$ cat config.mk
export PLATFORM = sky130hd
export DESIGN_NAME = router_pkt_fifo_flat
export DESIGN_NICKNAME = d
export VERILOG_FILES = /design/src/rtl/router_pkt_fifo_if.sv /design/src/rtl/router_pkt_fifo.sv /design/src/flat_wrapper.sv
export SDC_FILE = /design/constraint.sdc
export NUM_CORES = 1
export LEC_CHECK = 0
export ABC_AREA = 1
export BUFFER_PORTS_ARGS = -buffer_cell sky130_fd_sc_hd__buf_2
export CORE_MARGIN = 2
export CORE_UTILIZATION = 45
export CTS_CLUSTER_SIZE = 30
export DETAILED_ROUTE_END_ITERATION = 7
export GPL_TIMING_DRIVEN = 0
export PLACE_DENSITY_LB_ADDON = 0.1
export SYNTH_ARGS = -nofsm -noshare
export SYNTH_HDL_FRONTEND = slang
export SYNTH_SLANG_ARGS = --single-unit
export TNS_END_PERCENT = 5
$ cat constraint.sdc
create_clock -name clock -period 2.3 [get_ports clock]
set_input_delay 0.46 -clock clock [delete_from_list [all_inputs] [get_ports clock]]
set_output_delay 0.46 -clock clock [all_outputs]
set_load 0.01 [all_outputs]
$ cat src/rtl/router_pkt_fifo_if.sv
// Handshake/data bundle between the router write path, the packet FIFO and the output channel.
// The FIFO uses the slave modport; the producer/consumer side uses master.
interface router_pkt_fifo_if #(
  parameter int DATA_WIDTH = 8,
  parameter int ADDR_WIDTH = 4
);
  logic                  soft_reset;
  logic                  write_enb;
  logic                  read_enb;
  logic                  lfd_state;
  logic [DATA_WIDTH-1:0] data_in;
  logic [DATA_WIDTH-1:0] data_out;
  logic                  data_valid;
  logic                  pkt_end;
  logic                  full;
  logic                  empty;
  logic                  almost_full;
  logic [ADDR_WIDTH:0]   occupancy;
  logic                  overflow_err;
  logic                  underflow_err;

  modport master (
    output soft_reset, write_enb, read_enb, lfd_state, data_in,
    input  data_out, data_valid, pkt_end, full, empty, almost_full,
           occupancy, overflow_err, underflow_err
  );

  modport slave (
    input  soft_reset, write_enb, read_enb, lfd_state, data_in,
    output data_out, data_valid, pkt_end, full, empty, almost_full,
           occupancy, overflow_err, underflow_err
  );
endinterface

$ cat src/rtl/router_pkt_fifo.sv
// Packet-aware router output FIFO: header-marker bit per entry, packet-end tracking on reads.
// Define ROUTER_FIFO_ERR_EN to build the sticky overflow/underflow error flags.
module router_pkt_fifo #(
  parameter int DATA_WIDTH = 8,
  parameter int DEPTH      = 16,
  parameter int ADDR_WIDTH = 4,
  parameter int AFULL_TH   = 14
) (
  input  logic               clock,
  input  logic               reset,
  router_pkt_fifo_if.slave   bus
);
  localparam int LEN_W = DATA_WIDTH - 2;
  localparam int REM_W = DATA_WIDTH - 1;

  logic [DATA_WIDTH:0]   r_mem [DEPTH];
  logic [ADDR_WIDTH-1:0] r_wr_ptr;
  logic [ADDR_WIDTH-1:0] r_rd_ptr;
  logic [ADDR_WIDTH:0]   r_occ;
  logic [REM_W-1:0]      r_rem_cnt;
  logic [DATA_WIDTH-1:0] r_data_out;
  logic                  r_data_valid;
  logic                  r_pkt_end;

  logic                  w_full;
  logic                  w_empty;
  logic                  w_wr_acc;
  logic                  w_rd_acc;
  logic [DATA_WIDTH:0]   w_rd_entry;
  logic [LEN_W-1:0]      w_len;
  logic [REM_W-1:0]      w_len_plus1;

  assign w_full      = (r_occ == (ADDR_WIDTH+1)'(DEPTH));
  assign w_empty     = (r_occ == '0);
  // full/empty are taken from the registered count, so a read frees space only on the next cycle
  assign w_wr_acc    = bus.write_enb && !w_full && !bus.soft_reset;
  assign w_rd_acc    = bus.read_enb && !w_empty && !bus.soft_reset;
  assign w_rd_entry  = r_mem[r_rd_ptr];
  assign w_len       = w_rd_entry[DATA_WIDTH-1:2];
  assign w_len_plus1 = {1'b0, w_len} + REM_W'(1);

  always_ff @(posedge clock) begin
    if (w_wr_acc) r_mem[r_wr_ptr] <= {bus.lfd_state, bus.data_in};
  end

  always_ff @(posedge clock or posedge reset) begin
    if (reset) begin
      r_wr_ptr     <= '0;
      r_rd_ptr     <= '0;
      r_occ        <= '0;
      r_rem_cnt    <= '0;
      r_data_out   <= '0;
      r_data_valid <= 1'b0;
      r_pkt_end    <= 1'b0;
    end else if (bus.soft_reset) begin
      r_wr_ptr     <= '0;
      r_rd_ptr     <= '0;
      r_occ        <= '0;
      r_rem_cnt    <= '0;
      r_data_out   <= '0;
      r_data_valid <= 1'b0;
      r_pkt_end    <= 1'b0;
    end else begin
      r_data_valid <= w_rd_acc;
      r_pkt_end    <= 1'b0;
      if (w_wr_acc) r_wr_ptr <= r_wr_ptr + 1'b1;
      if (w_rd_acc) begin
        r_rd_ptr   <= r_rd_ptr + 1'b1;
        r_data_out <= w_rd_entry[DATA_WIDTH-1:0];
        // A header always restarts the count, even if the previous packet was cut short
        if (w_rd_entry[DATA_WIDTH]) begin
          r_rem_cnt <= w_len_plus1;
        end else if (r_rem_cnt != '0) begin
          r_rem_cnt <= r_rem_cnt - 1'b1;
          r_pkt_end <= (r_rem_cnt == REM_W'(1));
        end
      end
      case ({w_wr_acc, w_rd_acc})
        2'b10:   r_occ <= r_occ + 1'b1;
        2'b01:   r_occ <= r_occ - 1'b1;
        default: r_occ <= r_occ;
      endcase
    end
  end

  assign bus.data_out    = r_data_out;
  assign bus.data_valid  = r_data_valid;
  assign bus.pkt_end     = r_pkt_end;
  assign bus.full        = w_full;
  assign bus.empty       = w_empty;
  assign bus.almost_full = (r_occ >= (ADDR_WIDTH+1)'(AFULL_TH));
  assign bus.occupancy   = r_occ;

`ifdef ROUTER_FIFO_ERR_EN
  logic r_overflow_err;
  logic r_underflow_err;

  always_ff @(posedge clock or posedge reset) begin
    if (reset) begin
      r_overflow_err  <= 1'b0;
      r_underflow_err <= 1'b0;
    end else begin
      if (bus.write_enb && w_full)  r_overflow_err  <= 1'b1;
      if (bus.read_enb  && w_empty) r_underflow_err <= 1'b1;
    end
  end

  assign bus.overflow_err  = r_overflow_err;
  assign bus.underflow_err = r_underflow_err;
`else
  assign bus.overflow_err  = 1'b0;
  assign bus.underflow_err = 1'b0;
`endif
endmodule

$ cat src/flat_wrapper.sv
// flat-port wrapper written by rule: the top's interface ports become plain ports
module router_pkt_fifo_flat 
#(
  parameter int DATA_WIDTH = 8,
  parameter int DEPTH      = 16,
  parameter int ADDR_WIDTH = 4,
  parameter int AFULL_TH   = 14
)
  (clock, reset, bus_soft_reset, bus_write_enb, bus_read_enb, bus_lfd_state, bus_data_in, bus_data_out, bus_data_valid, bus_pkt_end, bus_full, bus_empty, bus_almost_full, bus_occupancy, bus_overflow_err, bus_underflow_err);
  router_pkt_fifo_if #(.DATA_WIDTH(DATA_WIDTH), .ADDR_WIDTH(ADDR_WIDTH)) bus_i ();
  input  logic clock;
  input  logic reset;
  input wire logic [$bits(bus_i.soft_reset)-1:0] bus_soft_reset;
  input wire logic [$bits(bus_i.write_enb)-1:0] bus_write_enb;
  input wire logic [$bits(bus_i.read_enb)-1:0] bus_read_enb;
  input wire logic [$bits(bus_i.lfd_state)-1:0] bus_lfd_state;
  input wire logic [$bits(bus_i.data_in)-1:0] bus_data_in;
  output wire logic [$bits(bus_i.data_out)-1:0] bus_data_out;
  output wire logic [$bits(bus_i.data_valid)-1:0] bus_data_valid;
  output wire logic [$bits(bus_i.pkt_end)-1:0] bus_pkt_end;
  output wire logic [$bits(bus_i.full)-1:0] bus_full;
  output wire logic [$bits(bus_i.empty)-1:0] bus_empty;
  output wire logic [$bits(bus_i.almost_full)-1:0] bus_almost_full;
  output wire logic [$bits(bus_i.occupancy)-1:0] bus_occupancy;
  output wire logic [$bits(bus_i.overflow_err)-1:0] bus_overflow_err;
  output wire logic [$bits(bus_i.underflow_err)-1:0] bus_underflow_err;
  assign bus_i.soft_reset = bus_soft_reset;
  assign bus_i.write_enb = bus_write_enb;
  assign bus_i.read_enb = bus_read_enb;
  assign bus_i.lfd_state = bus_lfd_state;
  assign bus_i.data_in = bus_data_in;
  assign bus_data_out = bus_i.data_out;
  assign bus_data_valid = bus_i.data_valid;
  assign bus_pkt_end = bus_i.pkt_end;
  assign bus_full = bus_i.full;
  assign bus_empty = bus_i.empty;
  assign bus_almost_full = bus_i.almost_full;
  assign bus_occupancy = bus_i.occupancy;
  assign bus_overflow_err = bus_i.overflow_err;
  assign bus_underflow_err = bus_i.underflow_err;
  router_pkt_fifo #(.DATA_WIDTH(DATA_WIDTH), .DEPTH(DEPTH), .ADDR_WIDTH(ADDR_WIDTH), .AFULL_TH(AFULL_TH)) u_core (.clock(clock), .reset(reset), .bus(bus_i));
endmodule
# Yosys cells after proc, flatten, opt, wreduce, memory -nomap -nowiden
# Memories as Yosys holds them, arrays and structs flattened.
# Index checks and enable logic that the tools add are counted.
# op_classes
addsub	6
order_cmp	1
n_eq_ne	4
muxes	19
n_reduce_logical	14
# ops
operator	n
$mux W7	4
$mux W4	4
$mux W8	2
$pmux W5 S2	1
$add A4 B1 Y4 const B	2
$add A6 B1 Y7 const B	1
$eq A7 B1 Y1 const B	1
$mux W1	7
$reduce_bool A7 Y1	1
$sub A7 B1 Y7 const B	1
$reduce_bool A3 Y1	2
$add A5 B1 Y5 const B	1
$eq A5 B5 Y1 const B	1
$ge A5 B4 Y1 const B	1
$logic_not A5 Y1	1
$mux W5	1
$sub A5 B1 Y5 const B	1
$logic_and A1 B1 Y1	4
$reduce_bool A2 Y1	2
$logic_not A1 Y1	3
$eq A2 B1 Y1 const B	1
$eq A2 B2 Y1 const B	1
$reduce_and A2 Y1	1
# totals
register_bits	30
ram_bits	144
in_bits	14
wordCells	52
memories	1
# mem_list
memory	depth	word_bits	rd	rd_ports_with_merged_regs	wr	line	rtl
u_core.r_mem	16	9	1	0	1	router_pkt_fifo.sv:16	logic [DATA_WIDTH:0] r_mem [DEPTH];

# Longest topological paths before layout
# logic_depth
depth_word	7
mapped_depth	18
depth_no_buf	16

# Worst setup path before layout
# OpenSTA, ideal clock, no wires.
# synth_timing
path_kind	register to register
from	register u_core.r_occ[3], in the netlist u_core.bus.occupancy[3]
to	register u_core.r_occ[4], in the netlist u_core.bus.occupancy[4]
setup_ps	126
arrival_time_ps	2180
required_time_ps	2174
slack_ps	-5
stages_incl_launch_ff	12
n_path_buf	0
period_less_slack_ps	2305
cell_sequence	dfrtp_1 -> nor4_2 -> nand2_1 -> nand2_2 -> inv_2 -> nor2_4 -> inv_2 -> fa_1 -> o21ai_0 -> xor2_1 -> xnor2_1 -> o22ai_1
# synth_between
elab_chain_cells	7
elab_cells_between_ends	15
classes_between	add/sub (2); eq/ne (3); mux (2); reduce/logical (8)
# synth_rtl
element	line	rtl
start, declared	router_pkt_fifo.sv:19	logic [ADDR_WIDTH:0] r_occ;
start signal, assigned	router_pkt_fifo.sv:79	2'b10: r_occ <= r_occ + 1'b1;
start signal, assigned	router_pkt_fifo.sv:80	2'b01: r_occ <= r_occ - 1'b1;
start signal, assigned	router_pkt_fifo.sv:81	default: r_occ <= r_occ;
$eq A5 B5 Y1 / $logic_not A5 Y1 (equally long branches)	router_pkt_fifo.sv:33, router_pkt_fifo.sv:34	
$logic_not A1 Y1, on equally long branches	router_pkt_fifo.sv:36, router_pkt_fifo.sv:37	
$logic_and A1 B1 Y1, on equally long branches (2 in a row)	router_pkt_fifo.sv:36, router_pkt_fifo.sv:37	
$eq A2 B1 Y1 / $eq A2 B2 Y1 (equally long branches)	router_pkt_fifo.sv:78	case ({w_wr_acc, w_rd_acc})
$pmux W5 S2	router_pkt_fifo.sv:78	
$mux W5	router_pkt_fifo.sv:55	end else if (bus.soft_reset) begin
# Several ways; a longest one is shown, not always the timed one.
# A chain may end at the register's enable or synchronous reset.

# Worst setup path in the final report
# layout_timing
from	register u_core.r_occ[2], in the netlist u_core.bus.occupancy[2]
to	register u_core.r_occ[4], in the netlist u_core.bus.occupancy[4]
# The elaborated chain is that of the path after synthesis.

==> results.ini <==
[critical_path]
worstSetupPathType=flip-flop to flip-flop
worstSetupEndpointType=flip-flop
slowest_delay_ps=430
cpMaxStageDelayCell=dfrtp_2
crit_arrival_ps=2690
path_common_cell=inv_2
timing.rr.end=u_core.bus.occupancy[4]$_DFFE_PP0P_
path_cells=nor4_4 -> nand2_1 -> nand2_2 -> inv_2 -> nor2_4 -> inv_2 -> fa_2 -> o21ai_2 -> xor2_1 -> xnor2_1 -> o22ai_1
rrSetupSlack_ps=-80
required_ps=2610
rr_worst_depth=11
critPathMaxFanout=5
r2r_start=u_core.bus.occupancy[2]$_DFFE_PP0P_
start_kind=flip-flop

[power_and_ir_drop]
irDropWorstVdd_v=0.000607
finalPower_mw=9.88
leakage_nw=3.78
powerDensity_mw_per_mm2=1070

[status]
run_status=complete, but fails checks
violations=negative setup slack

[layout]
diodes=0
post-route-util_pct=53.4
drive_gt1_share_pct=20.4
syn_to_final_growth_pct=16.8
final_area_mm2=0.00921
finalNetCount=831

[sta]
period_minus_slack_ps=2380
max_slew_margin_pct=21.6
drv_slew=0
max_freq_mhz=421
max_slew.worst_pin.slew_ps=1170
finalHoldViolations=0
rsz0062_at_grt=yes
worst_slack_ps=-75.4
setup_viol=6
finalCritPeriodShare_pct=103
clock_skew_ps=8.45

[flow_run]
cap_violations=0

[routing]
initialDrtViolationCount=460
dr.pass1.iters=7
totalWireLength_um=20700
routedWlPerCell_um=19.9
drcViolationCount=0
vias=5549
vias_per_cell=5.33
ant_nets=0

[yosys]
synthTopCellsByArea=edfxtp_1 (55%), dfrtp_1 (9.5%), nand2_1 (7.3%)
yosysTopAreaCell=edfxtp_1
synthCells=735
synth_seq_cells=174
yosysSeqAreaShare_pct=64.3
netlist_area_mm2=0.00789
synth_edf_count=144
ys_types=39
synthArstFlopShare_pct=17.2
syn_area_per_cell_um2=10.7
synth_most_common_cell=nand2_1
synth_top_area_share_pct=54.8
yosys_warnings=0
synth_common_cells=nand2_1 (153), edfxtp_1 (144), nor2_1 (71), nand3_1 (70), inv_1 (69)
ys.flop_type=edfxtp_1

[grt]
grt_pass1_vias=5287
grt_max_degree=31
grt_first_pass_wirelength_um=31200
antenna_found_initial=0
grt_overflow=0
grt_usage_pct=23.5

[cts]
htreeDepth=4
clock_latency_ps=440
clkTransAtPathRegs_ps=70
root_buffer=clkbuf_16
cts_buffers=17
clockBufferDepth=2
cts_tree=built
cts.sinks=174

[floorplan]
io_pins=34
initial_utilization_pct=45.8
die_h_um=136
core.rowCount=48
die-area_mm2=0.0186
chipWidth_um=136
core_mm2=0.0172

[hold_path]
hp-class=primary input to asynchronous set/reset pin

[placed_design]
place_area_mm2=0.00852
hpwlAfterDp_um=14200
port_buffers=31
gp_congestion=0.838

==> power breakdown <==
| part | internal (mW) | total (mW) | switching, mW |
|---|---|---|---|
| sequential | 3.61 | 3.77 | 0.151 |
| clock | 1.40 | 2.66 | 1.26 |
| combinational | 1.22 | 3.45 | 2.23 |
| total | 6.23 | 9.88 | 3.65 |
==> logic make-up after synthesis <==
kind of cell	count (synthesis)	share of synthesized area [%]
flip-flops	174	64.3
buffers and inverters	112	7.23
XOR/XNOR	7	0.777
other	1	0.0475
AND/OR/NAND/NOR	335	18.6
adder cells (fa/ha/maj)	13	2.16
AO/OA/AOI/OAI	93	6.84
==> through the flow <==
stage	setup TNS (ps)	setup slack (ps)	hold slack (ps)	std cells
6_report	-156	-75.4	331	1042
4_1_cts	-574	-230	357	1036
3_3_place_gp	-94140	-1000	471	992
2_1_floorplan	0	37.7	449	736
5_1_grt	-4830	-244	370	1042
3_5_place_dp	-11250	-327	466	1004
==> metal layers <==
metal	track usage, %	up-vias	wire length (um)
met4	8.22	0	515
met1	31.3	2693	8900
li1	-	2642	-
met3	4.59	34	1120
met5	0	-	0
met2	38.5	180	10200
==> sequential cells by signal, indices dropped and copies added, names as in the netlist <==
name                   cells
u_core.r_mem             144
u_core.bus.data_out        8
u_core.r_rem_cnt           7
u_core.bus.occupancy       5
u_core.r_rd_ptr            4
u_core.r_wr_ptr            4
u_core.bus.data_valid      1
u_core.bus.pkt_end         1
==> critical path, delay by kind of cell, from the launching register on <==
family                     cells  cell delay [ps]
AOI/OAI and AO/OA              2              230
adders and majority gates      1              370
DFF                            1              430
and+or+nand+nor                4              750
buffers and inverters          2              140
xor gates and xnor gates       2              330
==> layout by cell type (no fill, tap or decap), drive strengths merged, types with 2 or more instances in the layout <==
cell	count
a21oi	8
buf	78
clkbuf	23
clkinv	7
conb	2
dfrtp	30
edfxtp	144
ha	12
inv	84
nand2	163
nand3	75
nand4	2
nor2	76
nor3	16
nor4	2
o211ai	7
o21ai	60
o221ai	2
o22ai	13
xnor2	2
xor2	5
==> worst max path at each step <==
stage                                              startpoint                                   to  slack (ps)  cells after the start
after global placement    u_core.bus.occupancy[0]$_DFFE_PP0P_        u_core.r_mem[10][3]$_DFFE_PP_       -1000                      6
after floorplan           u_core.bus.occupancy[3]$_DFFE_PP0P_  u_core.bus.occupancy[4]$_DFFE_PP0P_          40                     11
after CTS                 u_core.bus.occupancy[3]$_DFFE_PP0P_  u_core.bus.occupancy[4]$_DFFE_PP0P_        -230                     11
after global routing      u_core.bus.occupancy[2]$_DFFE_PP0P_  u_core.bus.occupancy[4]$_DFFE_PP0P_        -240                     11
after detailed placement  u_core.bus.occupancy[0]$_DFFE_PP0P_         u_core.r_mem[8][5]$_DFFE_PP_        -330                      6
final                     u_core.bus.occupancy[2]$_DFFE_PP0P_  u_core.bus.occupancy[4]$_DFFE_PP0P_         -80                     11
==> cell type report <==
class                      count  area, um^2
buffer                        34         272
clock buffer                  18         429
clock inverter                14         109
fill                        1519        8030
inverter                      78         300
multi-input combinational    450        2400
sequential                   174        5080
tap                          225         282
timing repair buffer          49         335
==> what timing repair did <==
item                                    CTS  global route
endpoints found under the setup margin   60            89
setup buffers                             0             6
hold buffers                              0             0
pin swaps                                 0             6
gates resized for setup                  10            14
endpoints found under the hold margin     0             0
No activity file was read; power rests on OpenSTA's default activity.
